`config.mk`:
```
export PLATFORM = sky130hd
export DESIGN_NAME = fetch_pc_gen
export DESIGN_NICKNAME = d
export VERILOG_FILES = /design/src/rtl/fetch_pc_gen_pkg.sv /design/src/rtl/fetch_pc_gen.sv
export SDC_FILE = /design/constraint.sdc
export NUM_CORES = 1
export LEC_CHECK = 0
export ABC_AREA = 1
export BUFFER_PORTS_ARGS = -buffer_cell sky130_fd_sc_hd__buf_2
export CAP_MARGIN = 30
export CORE_MARGIN = 1
export CORE_UTILIZATION = 45
export CTS_CLUSTER_SIZE = 14
export DETAILED_ROUTE_END_ITERATION = 12
export GPL_ROUTABILITY_DRIVEN = 0
export PLACE_DENSITY = 0.85
export REMOVE_ABC_BUFFERS = 1
export SYNTH_ARGS = -nofsm -noshare
export SYNTH_HDL_FRONTEND = slang
export SYNTH_SLANG_ARGS = --single-unit
export TNS_END_PERCENT = 1
```
`constraint.sdc`:
```
create_clock -name cpu_clk -period 2 [get_ports cpu_clk]
set_input_delay 0.4 -clock cpu_clk [delete_from_list [all_inputs] [get_ports cpu_clk]]
set_output_delay 0.4 -clock cpu_clk [all_outputs]
set_load 0.01 [all_outputs]
```
`src/rtl/fetch_pc_gen_pkg.sv`:
```
// rtl/fetch_pc_gen_pkg.sv - shared core defines: address width, fetch FSM encoding, reset PC
`ifndef ADDR_WIDTH
`define ADDR_WIDTH 32
`endif

package fetch_pc_gen_pkg;

    typedef enum logic [1:0] {
        ST_BOOT = 2'd0,
        ST_RUN  = 2'd1,
        ST_WAIT = 2'd2
    } fetch_state_e;

    localparam logic [31:0] DEFAULT_RESET_PC = 32'h0000_0000;

endpackage

```
`src/rtl/fetch_pc_gen.sv`:
```
// rtl/fetch_pc_gen.sv - fetch PC generator with redirect priority, pending redirect and imem handshake
module fetch_pc_gen
    import fetch_pc_gen_pkg::*;
#(
    parameter int            AW       = `ADDR_WIDTH,
    parameter logic [AW-1:0] RESET_PC = AW'(DEFAULT_RESET_PC)
) (
    input  logic          cpu_clk,
    input  logic          cpu_rstn,
    input  logic          stall_fetch,
    output logic          imem_req,
    output logic [AW-1:0] imem_addr,
    input  logic          imem_gnt,
    output logic [AW-1:0] next_pc,
    output logic [AW-1:0] pc,
    input  logic          predict_taken,
    input  logic [AW-1:0] predict_target_pc,
    input  logic          redirect_ex,
    input  logic [AW-1:0] redirect_ex_pc,
    input  logic          redirect_dec,
    input  logic [AW-1:0] redirect_dec_pc,
    output logic          fetch_fire,
    output logic          fetch_kill,
    output logic          fetch_pred_taken
);

    localparam logic [AW-1:0] ALIGN_MASK = ~AW'(3);

    fetch_state_e  state_q, state_d;
    logic [AW-1:0] pc_q;
    logic          pend_valid, pend_is_ex;
    logic [AW-1:0] pend_pc;
    logic          redir_valid;
    logic [AW-1:0] redir_pc;
    logic [AW-1:0] sel_pc;

    always_comb begin
        state_d  = state_q;
        imem_req = 1'b0;
        case (state_q)
            ST_BOOT: state_d = ST_RUN;
            ST_RUN: begin
                imem_req = !stall_fetch;
                if (imem_req && !imem_gnt) state_d = ST_WAIT;
            end
            // Request stays up through a stall so the address handshake completes
            ST_WAIT: begin
                imem_req = 1'b1;
                if (imem_gnt) state_d = ST_RUN;
            end
            default: state_d = ST_BOOT;
        endcase
    end

    always_comb begin
        redir_valid = 1'b1;
        redir_pc    = pend_pc;
        if (redirect_ex) begin
            redir_pc = redirect_ex_pc;
        end else if (redirect_dec) begin
            redir_pc = redirect_dec_pc;
        end else begin
            redir_valid = pend_valid;
        end
    end

    assign fetch_fire       = imem_req && imem_gnt;
    assign fetch_kill       = fetch_fire && redir_valid;
    assign fetch_pred_taken = predict_taken && fetch_fire && !fetch_kill;

    always_comb begin
        sel_pc = pc_q + AW'(4);
        if (redir_valid) begin
            sel_pc = redir_pc;
        end else if (predict_taken) begin
            sel_pc = predict_target_pc;
        end
    end

    assign next_pc   = fetch_fire ? (sel_pc & ALIGN_MASK) : pc_q;
    assign pc        = pc_q;
    assign imem_addr = pc_q;

    always_ff @(posedge cpu_clk or negedge cpu_rstn) begin
        if (!cpu_rstn) begin
            state_q <= ST_BOOT;
            pc_q    <= RESET_PC;
        end else begin
            state_q <= state_d;
            if (fetch_fire) pc_q <= next_pc;
        end
    end

    // An ex redirect is older in program order than anything decode sees, so it always wins
    always_ff @(posedge cpu_clk or negedge cpu_rstn) begin
        if (!cpu_rstn) begin
            pend_valid <= 1'b0;
            pend_is_ex <= 1'b0;
            pend_pc    <= '0;
        end else if (fetch_fire) begin
            pend_valid <= 1'b0;
            pend_is_ex <= 1'b0;
        end else if (redirect_ex) begin
            pend_valid <= 1'b1;
            pend_is_ex <= 1'b1;
            pend_pc    <= redirect_ex_pc;
        end else if (redirect_dec && !(pend_valid && pend_is_ex)) begin
            pend_valid <= 1'b1;
            pend_is_ex <= 1'b0;
            pend_pc    <= redirect_dec_pc;
        end
    end

endmodule

```
* Yosys cells after proc, flatten, opt, wreduce, memory -nomap -nowiden
Cells that the tools add are included.
** Cells by class
- Bitwise gates (word level) :: 1
- Muxes and demuxes :: 19
- Eq/ne operators :: 4
- Reduce and logical (&&, ||, !) cells :: 16
- Add/subtract/negate cells :: 1
** Operators by type and width (count)
- $mux W32 :: 7
- $add A32 B3 Y32 const B :: 1
- $mux W1 :: 8
- $logic_and A1 B1 Y1 :: 7
- $pmux W2 S3 :: 1
- $logic_not A1 Y1 :: 4
- $mux W2 :: 2
- $ne A2 B2 Y1 const B :: 2
- $reduce_and A2 Y1 :: 2
- $reduce_bool A3 Y1 :: 1
- $eq A2 B1 Y1 const B :: 1
- $eq A2 B2 Y1 const B :: 1
- $logic_not A2 Y1 :: 1
- $pmux W1 S2 :: 1
- $reduce_bool A2 Y1 :: 1
- $not A1 Y1 :: 1
** Word-level totals
- Input port bits :: 103
- Output and inout bits :: 100
- Register bits :: 68
- Word-level logic and storage cells :: 46

* Depth between registers and ports, before layout
- Word-level depth :: 6
- Depth in mapped cells :: 11
- Gate-level depth less buffers :: 10

* Least setup slack after synthesis
Ideal clock, no wire load.
- Path type :: reg2out
- Start :: register state_q[0]
- End :: output next_pc[4]
- Buffers on the path :: 1
- Data required time :: 1600 ps
- Arrival time :: 1577 ps
- Cell stages (with the launch flop) :: 9
- Path slack :: 23 ps
- Cells stage by stage :: dfrtp_1 > inv_1 > ha_1 > a21boi_4 > nand2_4 > clkinv_4 > nand2_4 > buf_6 > o211ai_1
** On the way
- Word-level cells in the longest chain between the ends :: 4
- Elaborated cells on any way between the ends :: 5
- Those cells by class :: eq/ne: 2; mux: 2; reduce/logical: 1
** RTL lines
- from (decl) :: line fetch_pc_gen.sv:29 : fetch_state_e state_q, state_d;
- from (signal assigned) :: line fetch_pc_gen.sv:89 : state_q <= state_d;
- $eq A2 B2 Y1 or $eq A2 B1 Y1 (tied branches) :: line fetch_pc_gen.sv:40 : case (state_q)
- $pmux W1 S2 (*) :: line fetch_pc_gen.sv:40
- net imem_req :: line fetch_pc_gen.sv:11 : output logic imem_req,
- $logic_and A1 B1 Y1 (*) :: line fetch_pc_gen.sv:67 : assign fetch_fire = imem_req && imem_gnt;
- net fetch_fire :: line fetch_pc_gen.sv:22 : output logic fetch_fire,
- $mux W32 (*) :: line fetch_pc_gen.sv:80 : assign next_pc = fetch_fire ? (sel_pc & ALIGN_MASK) : pc_q;
- to (decl) :: line fetch_pc_gen.sv:14 : output logic [AW-1:0] next_pc,
Mark *: on every way through the listed nets, which the timed path passes. The rest lies on a longest branch.

* Worst setup path after layout
- Start :: register state_q[0]
- End :: output next_pc[24]
** On the way
- Word-level cells in the longest chain between the ends :: 4
- Elaborated cells on any way between the ends :: 5
- Those cells by class :: eq/ne: 2; mux: 2; reduce/logical: 1
** RTL lines (line)
- $eq A2 B2 Y1 or $eq A2 B1 Y1 (tied branches) :: fetch_pc_gen.sv:40
- $pmux W1 S2 (*) :: fetch_pc_gen.sv:40
- $logic_and A1 B1 Y1 (*) :: fetch_pc_gen.sv:67
- $mux W32 (*) :: fetch_pc_gen.sv:80
Every way passes the cells marked *; elsewhere a longest branch is shown, timed or not.

==> impl_metrics.tcl <==
set metrics [dict create \
    drc_errors 0 \
    ys_top_cells_by_area "sky130_fd_sc_hd__dfrtp_1 31%, sky130_fd_sc_hd__nand2_1 26%, sky130_fd_sc_hd__nor2_1 5.5%" \
    worstSetupEndpointType "primary output" \
    critPathMaxFanout 6 \
    vias_per_cell 5.12 \
    slew_headroom 0.644 \
    clk_transition_reported_paths_ns 0.05 \
    syn_avg_cell_area_um2 6.22 \
    xor_and_xnor_fraction_of_the_mapped_netlist_area 0.00995 \
    cts_made_buffers 9 \
    synthCells 849 \
    globalRouteOverflowTotal 0 \
    p_leak_nw 4.15 \
    grt_first_pass_wirelength_mm 26.0 \
    synth_top_flop_cell "sky130_fd_sc_hd__dfrtp_1" \
    grt_use_total 0.281 \
    firstDrtPassIters 5 \
    yosys_warnings 0 \
    placeableCoreArea_um2 11400 \
    post_synth_most_frequent_cells "361 x sky130_fd_sc_hd__nand2_1, 77 x sky130_fd_sc_hd__nor2_1, 66 x sky130_fd_sc_hd__dfrtp_1, 66 x sky130_fd_sc_hd__inv_1, 52 x sky130_fd_sc_hd__o21ai_0" \
    max-cap-violations 0 \
    critical_path_required_ns 1.60 \
    power_mw 9.17 \
    synth.ff_latch_count 66 \
    setup_viol 36 \
    final_min_period_over_clock_period 1.25 \
    synth_simple_gate_area_share 0.397 \
    seq_area_frac_synth 0.313 \
    place.port_buffers 196 \
    detail_route.wl_per_cell_um 14.2 \
    dp_hpwl_mm 12.6 \
    maxSlewViolCount 0 \
    finalWirelength_mm 17.4 \
    muxShareOfSynthArea 0 \
    antenna_cells 0 \
    rsz0062_at_grt "true" \
    criticalPathCategory "reg -> out" \
    cp-startpoint "state_q[0]" \
    pin_count_of_the_biggest_net_entering_global_routing 40 \
    fin_worst_skew_ns 0.00562 \
    synth.lib_cells_used.distinct 29 \
    initial_utilization 0.462 \
    detailedPlace.worstSlack_ns -0.123 \
    cts_root_buf "sky130_fd_sc_hd__clkbuf_16" \
    final-hold-violation-count 0 \
    synth_top_family_by_area "simple AND/OR/NAND/NOR gates" \
    failed_checks "setup timing" \
    area_of_all_placed_cells_without_fillers_um2 7530 \
    antenna_found_initial 0 \
    htree_levels 3 \
    number_of_synthesized_flops_with_an_enable_pin 0 \
    fp.dieH_um 110 \
    placement.cell_area_um2 6750 \
    adder_cell_fraction_of_synth_area 0.0118 \
    numPlacedInstances 1201 \
    final_critical_path_setup_slack_ns -0.491 \
    r2r_setup_slack_ns -0.37 \
    worst_skew_pair_later_pin_latency_ns 0.34 \
    startpoint_of_the_worst_slack_reg_to_reg_timing_path "state_q[0]" \
    worstPathArrival_ns 2.09 \
    netlist_area_um2 5280 \
    synth_largest_area_cell "sky130_fd_sc_hd__dfrtp_1" \
    power.ir.vdd_worst_uv 697 \
    detailroute.via_count 6283 \
    tritoncts_clock_tree "built" \
    worstSetupStartpointType "register" \
    async_reset_ff_frac 1.00 \
    status "finished with violations" \
    timing_worst_slew_pin_value_ns 0.534 \
    floorplan.io_pins 203 \
    layout.nets 1187 \
    first_iter_violations 420 \
    fin_cells 1227 \
    synth.most_common_cell "sky130_fd_sc_hd__nand2_1" \
    fin_setup_tns_ns -15.06 \
    layout-area-overhead-vs-synth_pct 42.7 \
    number_of_global_route_vias_before_repair 5426 \
    clock_sinks 66 \
    hold_slack_ns 0.0307 \
    synth_compound_area_frac 0.134 \
    final_core_util 0.660 \
    synthDominantCellAreaShare 0.313 \
    post-route-min-period_ns 2.49 \
    power_per_cell_area_nw_per_um2 1220 \
    hold_path_class "in -> async" \
    max_freq_mhz 401 \
    die_area_um2 12200 \
    dieWidth_um 110 \
    drtAntennaViolNets 0 \
    row_count 39 \
    clock_tree.buffer_depth 2 \
    drive_gt1_frac 0.364 \
]
-- cells in the final DEF, fill, tap and decap left out, drive strengths merged, types with 2 or more instances in the layout --
cell type / netlist / final
nand3: 48 / 48
inv: 71 / 71
xor2: 2 / 2
o211ai: 5 / 5
and2: 2 / 2
nand2: 368 / 368
ha: 5 / 5
clkbuf: 12 / 16
a22oi: 25 / 25
buf: 56 / 286
dfrtp: 66 / 66
xnor2: 4 / 4
nor2: 95 / 95
o21ai: 77 / 77
a21oi: 8 / 8
-- cell families (layout without fill, tap and decap cells) --
logic type,Yosys count,after routing
buffers and inverters,140,375
AND/OR/NAND/NOR,515,515
AO/OA/AOI/OAI,117,117
flip-flops,66,66
adder cells (fa/ha/maj),5,5
XOR/XNOR,6,6
-- area by class of cell --
type | count | area [um^2]
Inverter | 72 | 278
Tap cell | 143 | 179
Sequential cell | 66 | 1650
Fill cell | 1013 | 3880
Clock buffer | 15 | 288
Timing Repair Buffer | 287 | 1930
Clock inverter | 1 | 30.0
Multi-Input combinational cell | 643 | 3180
-- state kept, by name (all words and copies together), names as in the netlist --
register / cells
pend_valid: 1
imem_addr: 32
pend_is_ex: 1
state_q: 2
pend_pc: 30
-- repair_timing --
item                       4_1_cts  5_1_grt
hold buffers                     0        0
buffers inserted                 6        2
gates resized for setup         27       69
gates cloned                     1        1
pin swaps                        8       13
setup endpoints to repair       35       42
-- critical path, stage by stage (launching register included) --
cell and delay (ns):
sky130_fd_sc_hd__dfrtp_1 0.40, sky130_fd_sc_hd__inv_2 0.09, sky130_fd_sc_hd__ha_4 0.26, sky130_fd_sc_hd__a21boi_4 0.20, sky130_fd_sc_hd__nand2_4 0.10, sky130_fd_sc_hd__clkinv_4 0.08
sky130_fd_sc_hd__nand2_8 0.09, sky130_fd_sc_hd__buf_8 0.16, sky130_fd_sc_hd__nor2_4 0.08, sky130_fd_sc_hd__nand2_2 0.08, sky130_fd_sc_hd__nand2_2 0.10, sky130_fd_sc_hd__buf_6 0.11
-- where the power goes --
| group | total (mW) | switching (mW) | internal, mW |
|---|---|---|---|
| combinational | 5.19 | 2.86 | 2.33 |
| clock | 1.69 | 0.585 | 1.10 |
| sequential | 2.29 | 0.402 | 1.89 |
-- metal layers --
layer | track usage | share of wire | vias to the layer above
met1 | 0.372 | 0.43 | 2872
met2 | 0.476 | 0.48 | 291
met3 | 0.0400 | 0.073 | 26
met4 | 0.0799 | 0.016 | 0
met5 | 0 | 0 | -
li1 | - | - | 3094
-- final timing paths --
check	to	depth (start not counted)
max in group asynchronous	imem_addr[3]	2
min	pend_pc[13]	1
max reg2reg	imem_addr[24]	16
min reg2reg	pend_pc[6]	2
max	next_pc[24]	11
min in group cpu_clk	imem_addr[6]	3
Note: power is estimated with default switching activity, not from simulation.
